==> config.mk <==
export PLATFORM = sky130hd
export DESIGN_NAME = plic_lite
export DESIGN_NICKNAME = d
export VERILOG_FILES = /design/src/rtl/plic_lite_pkg.sv /design/src/rtl/plic_gateway.sv /design/src/rtl/plic_lite.sv
export SDC_FILE = /design/constraint.sdc
export NUM_CORES = 1
export LEC_CHECK = 0
export CORE_ASPECT_RATIO = 0.9
export CORE_MARGIN = 4
export CORE_UTILIZATION = 25
export CTS_CLUSTER_DIAMETER = 80
export DETAILED_ROUTE_END_ITERATION = 12
export HOLD_SLACK_MARGIN = 0.1
export PLACE_DENSITY_LB_ADDON = 0.15
export SYNTH_ARGS = -nofsm -noshare
export SYNTH_HDL_FRONTEND = slang
export SYNTH_SLANG_ARGS = --single-unit
==> constraint.sdc <==
create_clock -name clk -period 13.7 [get_ports clk]
set_input_delay 2.74 -clock clk [delete_from_list [all_inputs] [get_ports clk]]
set_output_delay 2.74 -clock clk [all_outputs]
set_load 0.005 [all_outputs]
==> src/rtl/plic_lite_pkg.sv <==
// Shared definitions for the plic_lite interrupt controller.
// Holds the "no interrupt" ID and the per-source gateway state encoding.
package plic_lite_pkg;

  // Claim ID reported when no source is eligible.
  localparam int unsigned ID_NONE = 0;

  // Gateway states; bit 0 doubles as the pending flag.
  typedef enum logic [1:0] {
    GW_IDLE     = 2'b00,
    GW_PEND     = 2'b01,
    GW_INFLIGHT = 2'b10
  } gw_state_e;

endpackage

==> src/rtl/plic_gateway.sv <==
// Per-source interrupt gateway: input register, edge/level trigger,
// pending / in-flight tracking and a one-deep held edge.
// Ports:
//   clk, reset    - clock, asynchronous active-high reset
//   irq           - raw device line (synchronous to clk)
//   mode          - 1 = rising-edge triggered, 0 = level triggered
//   claim_hit     - software claims this source this cycle
//   complete_hit  - software completes this source this cycle
//   pending       - source is waiting for a claim
module plic_gateway
  import plic_lite_pkg::*;
(
  input  logic clk,
  input  logic reset,
  input  logic irq,
  input  logic mode,
  input  logic claim_hit,
  input  logic complete_hit,
  output logic pending
);

  logic      src_q;
  logic      prev;
  logic      held;
  logic      held_next;
  logic      rise;
  logic      trig;
  gw_state_e state;
  gw_state_e state_next;

  assign rise = src_q & ~prev;
  assign trig = mode ? rise : src_q;

  // State, input-stage and held registers.
  always_ff @(posedge clk or posedge reset) begin
    if (reset) begin
      src_q <= 1'b0;
      prev  <= 1'b0;
      held  <= 1'b0;
      state <= GW_IDLE;
    end else begin
      src_q <= irq;
      prev  <= src_q;
      held  <= held_next;
      state <= state_next;
    end
  end

  // Next-state logic for the gateway.
  always_comb begin
    state_next = state;
    held_next  = held;
    case (state)
      GW_IDLE: begin
        if (trig) state_next = GW_PEND;
      end
      GW_PEND: begin
        if (claim_hit) state_next = GW_INFLIGHT;
        if (mode && rise) held_next = 1'b1;
      end
      GW_INFLIGHT: begin
        if (complete_hit) begin
          // A held edge or an edge landing with the complete re-pends at once.
          held_next  = 1'b0;
          state_next = (held || (mode && rise)) ? GW_PEND : GW_IDLE;
        end else if (mode && rise) begin
          held_next = 1'b1;
        end
      end
      default: begin
        state_next = GW_IDLE;
        held_next  = 1'b0;
      end
    endcase
  end

  // Pending is a direct decode of the state register.
  assign pending = state[0];

endmodule

==> src/rtl/plic_lite.sv <==
// Lightweight external-interrupt controller: per-source gateways, a
// priority/threshold arbiter and registered MEIP / claim ID outputs.
// Ports:
//   clk, reset            - clock, asynchronous active-high reset
//   src_irq/edge/enable   - per-source line, trigger mode, enable
//   src_prio              - per-source priority, source i at [i*PRIO_W +: PRIO_W]
//   threshold             - priorities strictly above this may interrupt
//   claim                 - claim the source currently shown in claim_id
//   complete, complete_id - finish servicing complete_id
//   ext_irq, claim_id     - registered arbitration result
//   pending               - per-source pending status
module plic_lite
  import plic_lite_pkg::*;
#(
  parameter int unsigned NUM_SRC = 8,
  parameter int unsigned PRIO_W  = 3,
  parameter int unsigned ID_W    = $clog2(NUM_SRC + 1)
) (
  input  logic                      clk,
  input  logic                      reset,
  input  logic [NUM_SRC-1:0]        src_irq,
  input  logic [NUM_SRC-1:0]        src_edge,
  input  logic [NUM_SRC-1:0]        src_enable,
  input  logic [NUM_SRC*PRIO_W-1:0] src_prio,
  input  logic [PRIO_W-1:0]         threshold,
  input  logic                      claim,
  input  logic                      complete,
  input  logic [ID_W-1:0]           complete_id,
  output logic                      ext_irq,
  output logic [ID_W-1:0]           claim_id,
  output logic [NUM_SRC-1:0]        pending
);

  logic [NUM_SRC-1:0] claim_hit;
  logic [NUM_SRC-1:0] complete_hit;
  logic [NUM_SRC-1:0] eligible;
  logic [ID_W-1:0]    best_id;
  logic [PRIO_W-1:0]  best_prio;

  // One gateway per source; source i answers to ID i+1.
  for (genvar gi = 0; gi < NUM_SRC; gi++) begin : g_src
    assign claim_hit[gi]    = claim && (claim_id == ID_W'(gi + 1));
    assign complete_hit[gi] = complete && (complete_id == ID_W'(gi + 1));

    plic_gateway u_gw (
      .clk          (clk),
      .reset        (reset),
      .irq          (src_irq[gi]),
      .mode         (src_edge[gi]),
      .claim_hit    (claim_hit[gi]),
      .complete_hit (complete_hit[gi]),
      .pending      (pending[gi])
    );
  end

  // Eligibility; the source being claimed is masked so it never wins twice.
  always_comb begin
    eligible = '0;
    for (int i = 0; i < NUM_SRC; i++) begin
      eligible[i] = pending[i] && !claim_hit[i] && src_enable[i] &&
                    (src_prio[i*PRIO_W +: PRIO_W] > threshold);
    end
  end

  // Highest priority wins; strict compare keeps the lowest ID on ties.
  always_comb begin
    best_id   = ID_W'(ID_NONE);
    best_prio = '0;
    for (int i = 0; i < NUM_SRC; i++) begin
      if (eligible[i] && (src_prio[i*PRIO_W +: PRIO_W] > best_prio)) begin
        best_prio = src_prio[i*PRIO_W +: PRIO_W];
        best_id   = ID_W'(i + 1);
      end
    end
  end

  // Registered arbitration result.
  always_ff @(posedge clk or posedge reset) begin
    if (reset) begin
      claim_id <= ID_W'(ID_NONE);
      ext_irq  <= 1'b0;
    end else begin
      claim_id <= best_id;
      ext_irq  <= (best_id != ID_W'(ID_NONE));
    end
  end

endmodule

; Yosys cells after proc, flatten, opt, wreduce, memory -nomap -nowiden
; Cells that the tools add are included.
[op_classes]
n_addsub = 0
multipliers = 0
n_div = 0
n_lt_le_gt_ge = 16
n_eq_ne = 56
shift = 0
mux = 87
n_bitwise = 16
n_reduce_logical = 89
[ops]
columns = op, n
row1 = 1-bit logical AND, 56
row2 = 2-bit two-way mux, 24
row3 = "2-bit by 1-bit != test with 1-bit output, second input constant", 24
row4 = 2-bit case mux with 3 select lines, 8
row5 = 3-bit greater-than comparator, 15
row6 = 1-bit two-way mux, 33
row7 = "4-bit by 3-bit == test with 1-bit output, second input constant", 8
row8 = 4-bit two-way mux, 7
row9 = 1-bit case mux with 3 select lines, 8
row10 = 3-bit AND reduction, 8
row11 = 3-bit two-way mux, 7
row12 = "2-bit by 1-bit == test with 1-bit output, second input constant", 8
row13 = "2-bit == test, second input constant", 8
row14 = "4-bit by 2-bit == test with 1-bit output, second input constant", 4
row15 = 2-bit logical NOT, 8
row16 = 1-bit AND, 8
row17 = "4-bit by 1-bit == test with 1-bit output, second input constant", 2
row18 = "4-bit == test, second input constant", 2
row19 = 1-bit logical NOT, 8
row20 = 1-bit logical OR, 8
row21 = 1-bit inverter, 8
row22 = 4-bit nonzero test, 1
row23 = "3-bit by 1-bit greater-than comparator with 1-bit output, second input constant", 1
[word_totals]
regBits = 45
latchBits = 0
ramBits = 0
mem_bits_ro = 0
output_inout_bits = 13
word_cells = 298
n_memories = 0

; Logic depth before layout (Yosys ltp)
[logic_depth]
ltp_word = 30
depth_mapped = 55
mapped_depth_nobuf = 55

; Cells and area by module
; From an unflattened synthesis, not the netlist that was laid out.
[hier_totals]
cells_unflattened = 467
area_unflattened_um2 = 4351.7
[by_module_without_submodules]
columns = module, instances, cells_per_inst, area_each_um2, seq_area_each_um2
row1 = plic_gateway, 8, 27, 295.3, 125.1
row2 = plic_lite, 1, 251, 1989.4, 125.1

; Worst setup path before layout
; OpenSTA, ideal clock, no wires.
[synth_timing]
path_type = input to register
start = in threshold[1]
end = reg ext_irq
arrival_time_ns = 12.285
slack_ns = 1.345
cell_stages = 53
cell_sequence = inv_1 ha_1 nor2b_1 o21a_1 o21a_1 and2_1 ha_1 nand3_1 nand4_1 a21oi_1 nand3_1 and2_1 ha_1 nor2b_1 o21ai_1 nand2b_1 nand4_1 a21o_1 [... 17 more ...] a21boi_0 a21boi_2 nor2_2 mux2_1 ha_1 nand3_1 nand3_1 a311oi_1 o211ai_1 and2_4 a211o_1 ha_1 nor2b_1 o21a_1 o22ai_1 a311oi_1 nor3_1 nand4_1
[synth_between]
elab_chain_len = 26
word_cells_on_any_way = 47
classes_between = order compare: 15 / mux: 15 / reduce/logical: 17
[synth_rtl]
columns = element, line_no
row1 = "start, declared", plic_lite.sv:25  ; input logic [PRIO_W-1:0] threshold,
row2 = 3-bit greater-than comparator, plic_lite.sv:61  ; (src_prio[i*PRIO_W +: PRIO_W] > threshold);
row3 = 1-bit logical AND, plic_lite.sv:60  ; eligible[i] = pending[i] && !claim_hit[i] && src_enable[i] &&
row4 = 1-bit logical AND, plic_lite.sv:70  ; if (eligible[i] && (src_prio[i*PRIO_W +: PRIO_W] > best_prio)) begin
row5 = 3-bit two-way mux, plic_lite.sv:70
row6 = 3-bit greater-than comparator, plic_lite.sv:70
row7 = 1-bit logical AND, plic_lite.sv:70
row8 = 3-bit two-way mux, plic_lite.sv:70
row9 = 3-bit greater-than comparator, plic_lite.sv:70
row10 = [... 11 more ...], n/a
row11 = 3-bit greater-than comparator, plic_lite.sv:70
row12 = 1-bit logical AND, plic_lite.sv:70
row13 = 3-bit two-way mux, plic_lite.sv:70
row14 = 3-bit greater-than comparator, plic_lite.sv:70
row15 = 1-bit logical AND, plic_lite.sv:70
row16 = 4-bit two-way mux (*), plic_lite.sv:70
row17 = via best_id[3], plic_lite.sv:37  ; logic [ID_W-1:0] best_id;
row18 = 4-bit nonzero test (*), plic_lite.sv:84  ; ext_irq <= (best_id != ID_W'(ID_NONE));
row19 = "end signal, assigned", plic_lite.sv:84
row20 = "end, declared", plic_lite.sv:29  ; output logic ext_irq,
; The timed path passes the listed nets; every way through them passes the cells marked *.
; A chain may end at the register's enable or synchronous reset.

; Final worst setup path
[layout_timing]
start = in src_prio[0]
end = reg ext_irq
[layout_between]
elab_chain_len = 26
word_cells_on_any_way = 34
classes_between = order compare: 9 / mux: 15 / reduce/logical: 10
[layout_rtl]
columns = element, line_no
row1 = "start, declared", plic_lite.sv:24  ; input logic [NUM_SRC*PRIO_W-1:0] src_prio,
row2 = 3-bit greater-than comparator, plic_lite.sv:61
row3 = 1-bit logical AND, plic_lite.sv:60
row4 = 1-bit logical AND, plic_lite.sv:70
row5 = 3-bit two-way mux (*), plic_lite.sv:70
row6 = 3-bit greater-than comparator, plic_lite.sv:70
row7 = 1-bit logical AND, plic_lite.sv:70
row8 = 3-bit two-way mux (*), plic_lite.sv:70
row9 = 3-bit greater-than comparator, plic_lite.sv:70
row10 = [... 11 more ...], n/a
row11 = 3-bit greater-than comparator, plic_lite.sv:70
row12 = 1-bit logical AND, plic_lite.sv:70
row13 = 3-bit two-way mux, plic_lite.sv:70
row14 = 3-bit greater-than comparator, plic_lite.sv:70
row15 = 1-bit logical AND, plic_lite.sv:70
row16 = 4-bit two-way mux (*), plic_lite.sv:70
row17 = via best_id[3], plic_lite.sv:37
row18 = 4-bit nonzero test (*), plic_lite.sv:84
; Marks and branches as above.

==> metrics.md <==
| Metric | Value |
|---|---|
| FFs w/ async S/R, synth | 100% |
| Share of cells above drive strength 1 | 9.54% |
| DRC | 0 |
| Final Util | 33.4% |
| HP Class | flop to flop |
| Peak VDD IR | 0.0000616 V |
| Seq pwr share | 30.0% |
| Clk_lat worst skew | 290 ps |
| Chip Height | 129 um |
| Critical Path Source | src_prio[0] |
| End of the critical path | ext_irq$_DFF_PP0_ |
| Critical path type | input port to flop |
| Drt first-iter violations | 148 |
| H-tree levels | 2 |
| Tmin final | 12930 ps |
| Worst r2r src | claim_id[2]$_DFF_PP0_ |
| Worst Path Arrival | 13150 ps |
| CTS tree | yes |
| Die area | 18300 um^2 |
| CP required | 13930 ps |
| Fin crit share | 94.4% |
| CP max stage delay | 500 ps |
| Synth warn | 0 |
| HPWL after DPL | 9090 um |
| Root Driver | clkbuf_16 |
| Gpl congestion | 0.836 |
| CP max-delay cell | clkdlybuf4s50_1 |
| Post-Syn Nets | 580 |
| Pins Over Slew Limit | 0 |
| Number of global-route vias before repair | 3540 |
| RSZ-0062 raised after global routing | no |
| Initial antenna violation count | 0 |
| Filler Cells Inserted | 1605 |
| Area Overhead vs Synth | 29.2% |
| Max clock buf depth | 2 |
| CTS Hold Bufs | 0 |
| Gr usage total | 12.5% |
| LEAKAGE | 2.42 nW |
| Pre-antenna DRT Iters | 4 |
| Synthesized area per cell | 9.11 um^2 |
| Most common cell on crit path | ha_1 |
| Final Instance Area | 5220 um^2 |
| Slew @ Worst Pin | 985 ps |
| Inserted Clock Buffers | 5 |
| Area after DPL | 4980 um^2 |
| Cell variety after synth | 60 |
| Mapped Area | 4040 um^2 |
| Switch Pwr | 0.284 mW |
| Die X | 142 um |
| Synth top area cells | dfrtp_1 (28%), ha_1 (24%), nand2_1 (5.0%) |
| EDFF count, synth | 0 |
| Num rows | 43 |
| Pin count of the biggest net entering global routing | 46 |
| GRT Residual Overflow | 0 |
| CTS Sinks | 45 |
| Clk_skew | 4.82 ps |
| Crit Reg-Reg Endpoint | ext_irq$_DFF_PP0_ |
| Max FO, Critical Path | 7 |
| R2R Setup Slk | 3470 ps |
| Final hold violations | 0 |
| Final setup fails | 0 |
| Initial Util | 25.8% |
| Relative slew slack | 34.4% |
| Worst-path clk slew | 60 ps |
| Max Freq | 77.4 MHz |
| Worst Setup End Kind | flop |
| Worst r2r path cells | 51 |
| P_int | 0.441 mW |
| Most frequent cell after synthesis | ha_1 |
| Cell taking the most area after synthesis | dfrtp_1 |
| Synth top cells by count | ha_1 (77), nand2_1 (54), inv_1 (46), dfrtp_1 (45), a21oi_1 (19) |
| Drt wl/cell | 15.2 um |
| Final worst slack | 774 ps |
| Port Buffers | 71 |
| Primary FF master, synth | dfrtp_1 |
| Area of the core | 15700 um^2 |
| Sw frac | 39.2% |
| DR vias/cell | 4.70 |
| # IOs | 72 |
| Post-DRT Antenna Nets | 0 |
| Global-route wire length before repair | 18100 um |
| Post-synthesis sequential area ratio | 27.9% |
| Nets@finish | 660 |
| DRT Wirelength | 11000 um |
| Vias after detailed routing | 3409 |
| Status | finished clean |
| PD cells | 139 nW/um^2 |
| Syn Inst Count | 444 |
| Post-synth top area share | 27.9% |
| FF+latch count, synth | 45 |
| Clock share of power | 18.6% |
| Pre-CTS setup slack | -218 ps |
| MaxCap Viol Count | 0 |
| Comb pwr share | 51.4% |
| Ant diodes | 0 |
| Startpoint types | input port |
==> state kept, by name (all words and copies together), names as in the netlist <==
name	cells
g_src.u_gw.held	8
g_src.u_gw.prev	8
ext_irq	1
claim_id	4
g_src.u_gw.state	16
g_src.u_gw.src_q	8
==> area by class of cell <==
cell class | count | area (um^2) | area share [%]
timing repair buffer | 81 | 786 | 15.0
clock inverter | 2 | 35.0 | 0.671
multi-input combinational | 345 | 2730 | 52.2
sequential | 45 | 1130 | 21.6
clock buffer | 5 | 125 | 2.40
inverter | 46 | 173 | 3.31
tap | 202 | 253 | 4.84
==> worst min-delay path by stage <==
stage / cells past startpoint / slack, ps / endpoint / startpoint
finish: 0 / 400 / g_src[5].u_gw.prev$_DFF_PP0_ / g_src[5].u_gw.src_q$_DFF_PP0_
global route: 0 / 420 / g_src[2].u_gw.prev$_DFF_PP0_ / g_src[2].u_gw.src_q$_DFF_PP0_
CTS: 0 / 400 / g_src[5].u_gw.prev$_DFF_PP0_ / g_src[5].u_gw.src_q$_DFF_PP0_
detailed placement: 0 / 390 / g_src[5].u_gw.prev$_DFF_PP0_ / g_src[5].u_gw.src_q$_DFF_PP0_
global placement: 0 / 380 / g_src[7].u_gw.prev$_DFF_PP0_ / g_src[7].u_gw.src_q$_DFF_PP0_
floorplan: 0 / 370 / g_src[3].u_gw.prev$_DFF_PP0_ / g_src[3].u_gw.src_q$_DFF_PP0_
==> cell usage in the layout, fill, tap and decap left out, drive strengths merged, types with 2 or more instances in the layout <==
master         instances
nor4bb                 2
a21o                   7
clkdlybuf4s50         71
a311oi                 4
inv                   46
and3                   2
dfrtp                 45
and3b                  2
a21boi                 3
a31oi                  8
ha                    77
nand4b                 3
nor2                   9
o211ai                 7
clkbuf                 5
nor3                   2
o21a                  17
nor2b                 13
a21oi                 20
and2                   7
o21ai                 20
o22a                   3
a31o                   5
o22ai                  2
or2                    2
nand3                 17
nand2b                 9
buf                   10
mux2                  11
o21bai                 5
and4                   2
mux2i                  2
o31ai                  8
nand4                  6
a221o                  2
nand2                 55
==> per-stage QoR <==
step | power (mW) | setup TNS, ps | hold WS (ps) | cells
2_1_floorplan | 0.470 | 0 | 374 | 444
3_3_place_gp | 0.582 | 0 | 384 | 713
4_1_cts | 0.730 | 0 | 404 | 720
6_report | 0.726 | 0 | 400 | 726
5_1_grt | 0.798 | 0 | 422 | 726
3_5_place_dp | 0.590 | -825 | 388 | 713
==> cells by family after synthesis <==
kind of cell | after synthesis | share of synthesized area (%)
flip-flops | 45 | 27.9
AO/OA/AOI/OAI | 121 | 21.5
buffers and inverters | 54 | 5.76
multiplexers | 13 | 3.65
adder cells (fa/ha/maj) | 77 | 23.8
AND/OR/NAND/NOR | 134 | 17.4
==> per-layer routing <==
metal  up-vias  global-route usage [%]  share of wire (%)
met5         -                       0                  0
met4         0                    3.05                1.1
met3         5                    1.93                2.5
met2        52                    20.7                 46
met1      1602                    17.0                 51
li1       1750                       -                  -
==> power groups by stage <==
stage                     Combinational, mW  Clock (mW)  Sequential (mW)
after floorplan                       0.268           0            0.203
after global placement                0.362           0            0.221
after detailed placement              0.368           0            0.222
after CTS                             0.371       0.140            0.220
after global routing                  0.427       0.146            0.225
final                                 0.373       0.135            0.218
==> what timing repair did <==
action / 4_1_cts / 5_1_grt
buffers inserted: 0 / 6
setup endpoints to repair: 0 / 5
resized for setup: 0 / 7
==> worst max-delay path: cells and delay by family <==
kind | cells | cell delay, ps
fa+ha+maj | 8 | 2280
mux | 3 | 1000
compound gates | 17 | 3610
buf+inv | 3 | 620
simple gates | 22 | 2890
(Power assumes the default switching activity.)
